==> src/rtl/ave8_pkg.sv <==
// ave8_pkg: shared states, window constants and width helpers for the 8-tap averaging scheduler
package ave8_pkg;
  typedef enum logic [1:0] {S_CLR, S_IDLE, S_UPD, S_OUT} state_t;
  localparam int TAPS = 8;
  localparam int TAP_LOG2 = 3;
  function automatic int sumw(input int dw);
    return dw + TAP_LOG2;
  endfunction
  function automatic int chw(input int n);
    return n > 1 ? $clog2(n) : 1;
  endfunction
endpackage

==> src/rtl/ave8_rr_arb.sv <==
// ave8_rr_arb: combinational round-robin pick of the first requester after the last grant
module ave8_rr_arb
  import ave8_pkg::*;
#(
  parameter int NCH = 4,
  parameter int IW  = chw(NCH)
) (
  input  logic [NCH-1:0] req,
  input  logic [IW-1:0]  last,
  output logic [NCH-1:0] gnt,
  output logic [IW-1:0]  idx,
  output logic           any
);
  always_comb begin
    int best;
    best = NCH;
    idx = '0;
    for (int k = 0; k < NCH; k++)
      if (req[k] && ((k + 2 * NCH - int'(last) - 1) % NCH) < best) begin
        best = (k + 2 * NCH - int'(last) - 1) % NCH;
        idx = IW'(k);
      end
    any = best < NCH;
    gnt = '0;
    if (any) gnt[idx] = 1'b1;
  end
endmodule

==> src/rtl/ave8_sched.sv <==
// ave8_sched: one shared 8-tap moving-average update path time-shared among NCH channels
module ave8_sched
  import ave8_pkg::*;
#(
  parameter int NCH = 4,
  parameter int DW  = 8
) (
  input  logic                 CLOCK,
  input  logic                 RESET,
  input  logic [NCH-1:0]       req,
  input  logic [NCH*DW-1:0]    din,
  output logic [NCH-1:0]       gnt,
  input  logic                 clr,
  output logic                 busy,
  output logic                 out_valid,
  input  logic                 out_ready,
  output logic [DW-1:0]        out_data,
  output logic [chw(NCH)-1:0]  out_ch,
  output logic                 out_full
);
  localparam int IW = chw(NCH);
  localparam int SW = sumw(DW);
  state_t state, state_n;
  logic [TAP_LOG2-1:0] cidx;
  logic [IW-1:0] rr, cur_ch, a_idx;
  logic [DW-1:0] cur_smp;
  logic [NCH-1:0] a_gnt;
  logic a_any, take;
  logic [DW-1:0] hist [NCH][TAPS];
  logic [SW-1:0] sum [NCH];
  logic [TAP_LOG2-1:0] ptr [NCH];
  logic [TAP_LOG2:0] cnt [NCH];
  logic [SW-1:0] sum_new;
  logic [TAP_LOG2:0] cnt_new;

  ave8_rr_arb #(.NCH(NCH), .IW(IW)) u_arb (
    .req (req),
    .last(rr),
    .gnt (a_gnt),
    .idx (a_idx),
    .any (a_any)
  );

  always_comb begin
    take = state == S_IDLE && !clr && a_any;
    gnt = take ? a_gnt : '0;
    busy = state == S_CLR;
    sum_new = sum[cur_ch] - SW'(hist[cur_ch][ptr[cur_ch]]) + SW'(cur_smp);
    cnt_new = cnt[cur_ch][TAP_LOG2] ? cnt[cur_ch] : cnt[cur_ch] + 1'b1;
    state_n = state;
    case (state)
      S_CLR:   state_n = &cidx ? S_IDLE : S_CLR;
      S_IDLE:  state_n = clr ? S_CLR : a_any ? S_UPD : S_IDLE;
      S_UPD:   state_n = S_OUT;
      default: state_n = out_ready ? S_IDLE : S_OUT;
    endcase
  end

  always_ff @(posedge CLOCK) begin
    if (RESET || state == S_CLR) begin
      for (int k = 0; k < NCH; k++) begin
        sum[k] <= '0;
        ptr[k] <= '0;
        cnt[k] <= '0;
        hist[k][cidx] <= '0;
      end
    end else if (state == S_UPD) begin
      hist[cur_ch][ptr[cur_ch]] <= cur_smp;
      ptr[cur_ch] <= ptr[cur_ch] + 1'b1;
      sum[cur_ch] <= sum_new;
      cnt[cur_ch] <= cnt_new;
    end
  end

  always_ff @(posedge CLOCK) begin
    if (RESET) begin
      state <= S_CLR;
      cidx <= '0;
      rr <= IW'(NCH - 1);
      cur_ch <= '0;
      cur_smp <= '0;
      out_valid <= 1'b0;
      out_data <= '0;
      out_ch <= '0;
      out_full <= 1'b0;
    end else begin
      state <= state_n;
      cidx <= state == S_CLR ? cidx + 1'b1 : '0;
      if (take) begin
        cur_ch <= a_idx;
        cur_smp <= din[a_idx*DW +: DW];
        rr <= a_idx;
      end
      if (state == S_UPD) begin
        out_valid <= 1'b1;
        out_data <= sum_new[SW-1:TAP_LOG2];
        out_ch <= cur_ch;
        out_full <= cnt_new[TAP_LOG2];
      end else if (state == S_OUT && out_ready) out_valid <= 1'b0;
    end
  end
endmodule

==> config.mk <==
export PLATFORM = sky130hd
export DESIGN_NAME = ave8_sched
export DESIGN_NICKNAME = d
export VERILOG_FILES = /design/src/rtl/ave8_pkg.sv /design/src/rtl/ave8_rr_arb.sv /design/src/rtl/ave8_sched.sv
export SDC_FILE = /design/constraint.sdc
export NUM_CORES = 1
export LEC_CHECK = 0
export BUFFER_PORTS_ARGS = -buffer_cell sky130_fd_sc_hd__buf_2
export CAP_MARGIN = 20
export CORE_ASPECT_RATIO = 0.5
export CORE_MARGIN = 10
export CORE_UTILIZATION = 58
export CTS_BUF_LIST = sky130_fd_sc_hd__clkbuf_8
export DETAILED_ROUTE_END_ITERATION = 16
export MAX_ROUTING_LAYER = met4
export PLACE_DENSITY_LB_ADDON = 0.1
export SYNTH_ARGS = -nofsm -noshare
export SYNTH_HDL_FRONTEND = slang
export SYNTH_HIERARCHICAL = 1
export SYNTH_SLANG_ARGS = --single-unit
export TNS_END_PERCENT = 1
==> constraint.sdc <==
create_clock -name CLOCK -period 5.5 [get_ports CLOCK]
set_clock_uncertainty 0.05 [all_clocks]
set_input_delay 1.375 -clock CLOCK [delete_from_list [all_inputs] [get_ports CLOCK]]
set_output_delay 1.375 -clock CLOCK [all_outputs]
set_load 0.005 [all_outputs]
==> Flow_metrics.wiki, run 1 <==
{| class="wikitable"
! Metric !! Value
|-
| Num Clock Sinks || around 360
|-
| Routability congestion estimate from global placement || around 0.85
|-
| Total Neg Setup Slack || 0 ps
|-
| CTS buffer count || 50
|-
| Max-slew violation count || 0
|-
| Die width || 259 um
|-
| Pin count of the biggest net entering global routing || 70
|-
| Depth of the most critical reg-to-reg path || 11
|-
| Number of global-route vias before repair || roughly 10000
|-
| Worst supply voltage drop on vdd || 0.171 mV
|-
| Area of all sequential standard cells || 10500 sq um
|-
| Multi-input logic area || 5730 sq um
|-
| Data arrival at the endpoint of the critical path || 4050 ps
|-
| Post-synth net total || 1253
|-
| Post-route ant nets || 0
|-
| Maximum fanout along the worst path || 3
|-
| DP Wirelength || between 20 and 30 mm
|-
| NumNets Final || 1341
|-
| Ordered list of cells on the worst path || buf_6 -> inv_2 -> o211ai_1 -> a21oi_1 -> a31oi_1 -> ha_1 -> o21ai_2 -> a41oi_2 -> o41a_2 -> a21o_1 -> ha_4 -> nand2_1 -> o21ai_0 -> a21oi_1 -> and2_1 -> buf_2
|-
| Post-Layout Cell Count || between 1500 and 2000
|-
| Clock-pin slew of the registers on the worst-case setup and hold paths || approximately 70 ps
|-
| Area of all placed cells without fillers || between 15000 and 20000 sq um
|-
| Crit. End Element || output pin
|-
| Global-route wire length before repair || 62.8 mm
|-
| Total standard cell area after synthesis || 16600 sq um
|-
| Area growth from synthesis to final layout || 11.3%
|-
| Number of iterations in the first detailed-routing pass || 7
|-
| Top cell by count, worst path || sky130_fd_sc_hd__a21oi_1
|-
| Share of cells above drive strength 1 || 0.249
|-
| Final critical-path share of the clock period || 0.995
|-
| CP required || ~4100 ps
|-
| Sequential area share after synthesis || 0.630
|-
| Power per unit of standard cell area || ~310 nW/um^2
|-
| Root Buffer Master || sky130_fd_sc_hd__clkbuf_8
|-
| Initial antenna violation count || 0
|-
| 1st-iter DRT viols || 950
|-
| Clock period minus final worst setup slack || between 5000 and 6000 ps
|-
| Global route overflow || 0
|-
| Count of antenna diodes in the layout || 0
|-
| Stages on the worst setup path || 16
|-
| Effective utilization at floorplan || 0.594
|-
| Post-Route WL || roughly 42 mm
|-
| Worst hold slack || between 300 and 400 ps
|-
| TritonCTS clock tree || done
|-
| Classification of the worst-slack hold path || flip-flop to flip-flop
|-
| Number of warnings printed during yosys synthesis || 6
|-
| Run status || complete, no violations
|-
| Cell type group with the largest total delay on the critical path || compound AO/OA/AOI/OAI gates
|-
| Chip Height || around 140 um
|-
| Hold buffer count at CTS || 0
|-
| Peak Freq || about 180 MHz
|-
| Vias per inst || between 6 and 7
|-
| Vias || between 10000 and 15000
|-
| Gr usage total || 0.236
|-
| Total number of placement rows || 43
|-
| Post-Syn Instances || 1181
|-
| Number of design rule violations left after detail routing || 0
|-
| Slowest-stage cell, CP || sky130_fd_sc_hd__o41a_2
|-
| Synthesis-stage register bit count || 359
|-
| Count of endpoints failing hold in the final timing report || 0
|-
| Count of buffering cells on the critical path with inverters included || 3
|-
| Critical path start-end classification || input pin to output pin
|-
| Clock insertion delay at the later pin of the skew report || a little over 600 ps
|-
| Setup repair after global routing missed its margin || yes
|-
| Buffer depth of the longest clock path || 3
|-
| Fraction of registers with async set or reset after synthesis || 0
|-
| Transition time of the tightest slew-check pin || around 990 ps
|-
| Placeable core area || about 28000 sq um
|-
| Leak pwr || 6.96 nW
|-
| Total cell area at the placement stage || approximately 17000 sq um
|-
| Cell depth of the worst hold path || 2
|-
| Register-to-register setup slack || 640 ps
|-
| Area of the die || approximately 36000 sq um
|-
| H-Tree Level Count || 2
|-
| Number of setup violations in the final report || 0
|-
| Number of maximum-capacitance violations || 0
|-
| Boundary pin count || between 50 and 60
|-
| Worst stage delay on the critical path || between 400 and 500 ps
|-
| DP Cell Count || ~1600
|-
| Number of distinct standard cells referenced by the synthesized netlist || 61
|-
| EDFF count, synth || ~330
|-
| Number of filler instances in the final layout || between 2000 and 2500
|-
| Avg Cell Area, Syn || 14.1 sq um
|-
| Top_reg_cell synth || sky130_fd_sc_hd__edfxtp_1
|-
| CP Launch Type || input pin
|-
| Per-cell routed wire length || around 25 um
|-
| Relative max-transition margin || 0.340
|-
| Number of buffer cells added on primary ports || 56
|}
[layout make-up]
| class | instances | share of cell area |
|---|---|---|
| clock buffers | 52 | 0.0387 |
| repair buffers | 100 | 0.0354 |
| well taps | 382 | 0.0258 |
| flip-flops and latches | 359 | 0.566 |
| clock inverters | 42 | 0.0141 |
| inverters | 52 | 0.0105 |
| multi-input cells | 706 | 0.309 |
[through the flow]
step                worst slack (ps)  power (mW)   util
floorplan                       74.3        3.47      -
global placement                -207        3.61  0.623
detailed placement              -324        3.63  0.623
CTS                             9.75        5.66  0.661
global route                   -63.6        5.85  0.662
finish                          25.7        5.65  0.662
[final timing paths]
check / startpoint / end
min: out_ch[1]$_SDFFE_PP0P_ / out_ch[1]$_SDFFE_PP0P_
max: req[1] / gnt[3]
min reg2reg: out_ch[1]$_SDFFE_PP0P_ / out_ch[1]$_SDFFE_PP0P_
max reg2reg: flip-flop / sum[0][10]$_SDFFCE_PN0P_
[per-layer routing]
metal / track usage / part of all wire / vias up
li1: - / - / 4524
met1: 0.319 / 0.41 / 5286
met5: - / 0 / -
met3: 0.0511 / 0.097 / 72
met4: 0.0594 / 0.019 / 0
met2: 0.361 / 0.47 / 492
[power breakdown]
group          internal [mW]  switching (mW)  total, mW
Sequential              3.08          0.0357       3.11
Combinational          0.178           0.291      0.469
Clock                   1.03            1.04       2.07
[worst register-to-register path, stage by stage (launching register included)]
cell                        delay (ps)
sky130_fd_sc_hd__dfxtp_4           500
sky130_fd_sc_hd__mux4_2            900
sky130_fd_sc_hd__mux2_2            400
sky130_fd_sc_hd__o22ai_1           130
sky130_fd_sc_hd__a221oi_1          550
sky130_fd_sc_hd__fa_1              580
sky130_fd_sc_hd__fa_1              480
sky130_fd_sc_hd__nor2b_1           190
sky130_fd_sc_hd__o2111ai_1         200
sky130_fd_sc_hd__a21oi_1           280
sky130_fd_sc_hd__o31a_1            280
sky130_fd_sc_hd__nor3_1             80
[state kept, by name, indices dropped and copies added, names as in the netlist, named ones only]
name,count
sum,44
out_ch,2
cnt,16
cidx,3
cur_smp,8
cur_ch,2
rr,2
out_full,1
state,2
out_valid,1
hist,256
ptr,12
out_data,8
[cell families (layout without fill, tap and decap cells)]
kind of cell	Yosys count	in the layout	share of synthesized area
flip-flops	359	359	0.630
AND/OR/NAND/NOR	445	445	0.122
multiplexers	124	124	0.144
AO/OA/AOI/OAI	95	95	0.0421
adder cells (fa/ha/maj)	32	32	0.0277
buffers and inverters	116	246	0.0296
XOR/XNOR	10	10	0.00527
[layout by cell type (no fill, tap or decap), drive strengths merged, types with 4 or more instances in the layout]
cell type / netlist / routed
edfxtp: 328 / 328
nor2: 250 / 250
nand2: 114 / 114
buf: 25 / 100
mux4: 90 / 90
inv: 52 / 62
clkbuf: 39 / 52
a21oi: 31 / 31
dfxtp: 31 / 31
clkinv: 0 / 28
ha: 24 / 24
nor3: 22 / 22
o21ai: 19 / 19
mux2: 18 / 18
mux2i: 16 / 16
nor2b: 15 / 15
and2: 14 / 14
o22ai: 9 / 9
a21o: 8 / 8
fa: 8 / 8
a221oi: 6 / 6
xnor2: 6 / 6
nand3: 6 / 6
o31ai: 5 / 5
nand2b: 5 / 5
xor2: 4 / 4
nand3b: 4 / 4
[Yosys cell counts, types with 7 or more instances]
library cell,instances,area share
sky130_fd_sc_hd__inv_1,51,0.012
sky130_fd_sc_hd__nand2_2,9,0.0034
sky130_fd_sc_hd__buf_4,7,0.0032
sky130_fd_sc_hd__nand2_1,93,0.021
sky130_fd_sc_hd__mux4_2,90,0.12
sky130_fd_sc_hd__a21oi_1,31,0.0093
sky130_fd_sc_hd__nand2_4,12,0.0081
sky130_fd_sc_hd__nor3_1,22,0.0066
sky130_fd_sc_hd__buf_2,12,0.0036
sky130_fd_sc_hd__ha_1,24,0.018
sky130_fd_sc_hd__fa_1,8,0.0096
sky130_fd_sc_hd__o22ai_1,9,0.0034
sky130_fd_sc_hd__nor2_1,248,0.056
sky130_fd_sc_hd__o21ai_0,11,0.0033
sky130_fd_sc_hd__mux2_2,17,0.012
sky130_fd_sc_hd__and2_1,14,0.0053
sky130_fd_sc_hd__a21o_1,8,0.0036
sky130_fd_sc_hd__dfxtp_1,31,0.037
sky130_fd_sc_hd__edfxtp_1,328,0.59
sky130_fd_sc_hd__mux2i_1,16,0.0096
sky130_fd_sc_hd__nor2b_1,15,0.0056
sky130_fd_sc_hd__clkbuf_1,39,0.0088
[repair_timing]
action | CTS | global route
buffers inserted | 3 | 1
gates cloned | 0 | 0
endpoints found under the hold margin | 0 | 0
resized for setup | 9 | 7
pin swaps | 5 | 0
endpoints found under the setup margin | 4 | 4
(Power assumes the default switching activity.)
==> inputs of run 2 (changes only) <==
--- a/config.mk
+++ b/config.mk
@@ -5,6 +5,7 @@
 export SDC_FILE = /design/constraint.sdc
 export NUM_CORES = 1
 export LEC_CHECK = 0
+export ABC_CLOCK_PERIOD_IN_PS = 5500
 export BUFFER_PORTS_ARGS = -buffer_cell sky130_fd_sc_hd__buf_2
 export CAP_MARGIN = 20
 export CORE_ASPECT_RATIO = 0.5
==> constraint.sdc (replaced) <==
create_clock -name CLOCK -period 5.5 [get_ports CLOCK]
set_clock_uncertainty 0.05 [all_clocks]
set_input_delay 0 -clock CLOCK [delete_from_list [all_inputs] [get_ports CLOCK]]
set_output_delay 0 -clock CLOCK [all_outputs]
set_load 0.005 [all_outputs]
==> run 2 against run 1 <==
Die area stayed put. First-iteration DRC count rose by 20%. Largest cell class unchanged. Worst setup slack better by 550 ps. Sequential share of layout area is essentially flat. Count of clock-buffer cells in the layout increased by 1. Utilization about the same.
==> Flow_metrics.wiki, run 2 (same netlist as run 1, synthesis figures left out) <==
{| class="wikitable"
! Metric !! Value
|-
| Run status || complete, no violations
|-
| CP Launch Type || flip-flop
|-
| Number of global-route vias before repair || 10500
|-
| Global-route wire length before repair || 62.8 mm
|-
| Leak pwr || about 7.0 nW
|-
| Cell type group with the largest total delay on the critical path || compound AO/OA/AOI/OAI gates
|-
| Effective utilization at floorplan || 0.594
|-
| Per-cell routed wire length || about 24 um
|-
| Slowest-stage cell, CP || sky130_fd_sc_hd__mux4_2
|-
| Cell depth of the worst hold path || 6
|-
| Worst reg2reg endpoint || cur_smp[4]$_SDFFE_PP0P_
|-
| NumNets Final || about 1400
|-
| TritonCTS clock tree || done
|-
| Die width || ~260 um
|-
| Multi-input logic area || 5670 sq um
|-
| Count of buffering cells on the critical path with inverters included || 3
|-
| Area of the die || ~36000 sq um
|-
| Count of endpoints failing hold in the final timing report || 0
|-
| CTS buffer count || between 40 and 50
|-
| Final Util || 0.662
|-
| Data arrival at the endpoint of the critical path || 5330 ps
|-
| Chip Height || about 140 um
|-
| Comb power frac || 0.088
|-
| Internal power of the cells || 4.14 mW
|-
| Clock period minus final worst setup slack || slightly below 5000 ps
|-
| Boundary pin count || 57
|-
| Number of flip-flops in the largest register || between 200 and 300
|-
| Buffer depth of the longest clock path || 3
|-
| Vias per inst || 6.11
|-
| Worst stage delay on the critical path || between 500 and 600 ps
|-
| Relative max-transition margin || 0.325
|-
| Most flops, register || hist
|-
| Vias || between 10000 and 15000
|-
| Routability congestion estimate from global placement || 0.882
|-
| Share of cells above drive strength 1 || 0.220
|-
| Crit. End Element || flip-flop
|-
| Final critical-path share of the clock period || 0.895
|-
| CP required || ~6000 ps
|-
| Worst r2r src || rr[0]$_SDFFE_PP1P_
|-
| Peak Freq || 203 MHz
|-
| Number of buffer cells added on primary ports || 56
|-
| Post-route ant nets || 0
|-
| Depth of the most critical reg-to-reg path || 19
|-
| Critical path start-end classification || flip-flop to flip-flop
|-
| Power per unit of standard cell area || a little under 300 nW/um^2
|-
| Commonest non-fill, non-tap cell in the layout || sky130_fd_sc_hd__edfxtp_1
|-
| Ordered list of cells on the worst path || inv_1 -> ha_1 -> nor3b_2 -> nand3_1 -> o21ai_0 -> inv_1 -> ha_1 -> o21ai_0 -> a41oi_2 -> o41a_2 -> a21o_1 -> ha_1 -> a21oi_1 -> o21ai_0 -> o22ai_1 -> buf_4 -> mux4_2 -> nand2_1 -> a21oi_1
|-
| Commonest cells after routing, fill and taps aside || 328 x sky130_fd_sc_hd__edfxtp_1, 248 x sky130_fd_sc_hd__nor2_1, 93 x sky130_fd_sc_hd__nand2_1, 90 x sky130_fd_sc_hd__mux4_2, 70 x sky130_fd_sc_hd__inv_1
|-
| Total number of placement rows || 43
|-
| H-Tree Level Count || 2
|-
| Clock insertion delay at the later pin of the skew report || ~600 ps
|-
| Number of design rule violations left after detail routing || 0
|-
| Gr usage total || 0.235
|-
| Initial antenna violation count || 4
|-
| Root Buffer Master || sky130_fd_sc_hd__clkbuf_8
|-
| Pin count of the biggest net entering global routing || roughly 80
|-
| Area growth from synthesis to final layout || 11.4%
|-
| Number of filler instances in the final layout || 2024
|-
| Classification of the worst-slack hold path || input pin to flip-flop
|-
| DP Wirelength || 25.6 mm
|-
| Area of all sequential standard cells || approximately 10000 sq um
|-
| DP Cell Count || ~1600
|-
| Total Neg Setup Slack || 0 ps
|-
| Clock-pin slew of the registers on the worst-case setup and hold paths || roughly 70 ps
|-
| Clock Power Share || 0.341
|-
| Number of setup violations in the final report || 0
|-
| Switching pwr || 1.31 mW
|-
| Post-Route WL || 40.9 mm
|-
| Placeable core area || approximately 28000 sq um
|-
| Switching Share || 0.239
|-
| Post-Layout Cell Count || between 1500 and 2000
|-
| Max-slew violation count || 0
|-
| 1st-iter DRT viols || 1140
|-
| Min-delay src || req[3]
|-
| WHS Endpoint || rr[0]$_SDFFE_PP1P_
|-
| Global route overflow || 0
|-
| Worst supply voltage drop on vdd || ~0.18 mV
|-
| Register-to-register setup slack || between 500 and 600 ps
|-
| Maximum fanout along the worst path || 11
|-
| Transition time of the tightest slew-check pin || a little over 1000 ps
|-
| Num Clock Sinks || between 300 and 400
|-
| Setup repair after global routing missed its margin || no
|-
| Number of maximum-capacitance violations || 0
|-
| Top Registers || hist x256, sum x44, cnt x16
|-
| Number of iterations in the first detailed-routing pass || 7
|-
| Sequential cell fraction of total power || 0.571
|}
run 2: stage by stage:
stage,hold WS [ps],instance area [sq um],setup slack [ps],power [mW]
2_1_floorplan,129,16600,747,3.47
3_3_place_gp,275,17300,708,3.61
3_5_place_dp,291,17300,533,3.62
4_1_cts,91.1,18500,513,5.46
5_1_grt,152,18500,161,5.64
6_report,91.5,18500,577,5.45
run 2: worst register-to-register path: stages, from the launching register on:
cell and delay, ps:
sky130_fd_sc_hd__dfxtp_2 460, sky130_fd_sc_hd__inv_1 140, sky130_fd_sc_hd__ha_1 230, sky130_fd_sc_hd__nor3b_2 320
sky130_fd_sc_hd__nand3_1 220, sky130_fd_sc_hd__o21ai_0 200, sky130_fd_sc_hd__inv_1 130, sky130_fd_sc_hd__ha_1 290
sky130_fd_sc_hd__o21ai_0 100, sky130_fd_sc_hd__a41oi_2 90, sky130_fd_sc_hd__o41a_2 530, sky130_fd_sc_hd__a21o_1 200
sky130_fd_sc_hd__ha_1 280, sky130_fd_sc_hd__a21oi_1 270, sky130_fd_sc_hd__o21ai_0 170, sky130_fd_sc_hd__o22ai_1 190
sky130_fd_sc_hd__buf_4 240, sky130_fd_sc_hd__mux4_2 540, sky130_fd_sc_hd__nand2_1 80, sky130_fd_sc_hd__a21oi_1 60
run 2: power by group through the flow:
stage	logic, mW	clock network [mW]	registers, mW
after floorplan	0.322	0	3.15
after global placement	0.442	0	3.16
after detailed placement	0.452	0	3.17
after CTS	0.473	1.87	3.11
after global routing	0.519	2.00	3.12
final	0.477	1.86	3.11
run 2: worst max path at each step:
| stage | cells past startpoint | start | end | slack, ps |
|---|---|---|---|---|
| final | 19 | rr[0]$_SDFFE_PP1P_ | cur_smp[4]$_SDFFE_PP0P_ | 580 |
| after global routing | 19 | rr[0]$_SDFFE_PP1P_ | cur_smp[4]$_SDFFE_PP0P_ | 160 |
| after CTS | 19 | rr[0]$_SDFFE_PP1P_ | cur_smp[6]$_SDFFE_PP0P_ | 510 |
| after detailed placement | 19 | rr[0]$_SDFFE_PP1P_ | cur_smp[6]$_SDFFE_PP0P_ | 530 |
| after global placement | 19 | rr[0]$_SDFFE_PP1P_ | cur_smp[5]$_SDFFE_PP0P_ | 710 |
| after floorplan | 20 | rr[0]$_SDFFE_PP1P_ | cur_smp[0]$_SDFFE_PP0P_ | 750 |
run 2: what timing repair did:
item	in CTS	in global routing
hold buffers	37	0
gates resized for setup	0	1
endpoints found under the hold margin	18	0
setup buffers	0	0
setup endpoints to repair	0	8
run 2: routing by layer:
layer  share of wire  track usage  wire length (um)  vias to the layer above
met5               0            -                 0                        -
met4           0.027       0.0777              1110                        0
met3           0.092       0.0520              3760                       95
met2            0.46        0.350             18800                      508
met1            0.42        0.317             17200                     5246
li1                -            -                 -                     4556
run 2: layout make-up:
cell class                      instances  share of cell area
Clock buffer                           53              0.0394
Clock inverter                         32             0.00689
Sequential cell                       359               0.566
Multi-Input combinational cell        706               0.306
Tap cell                              382              0.0258
Timing Repair Buffer                  114              0.0450
Inverter                               52              0.0105
Antenna cell                            4            0.000540
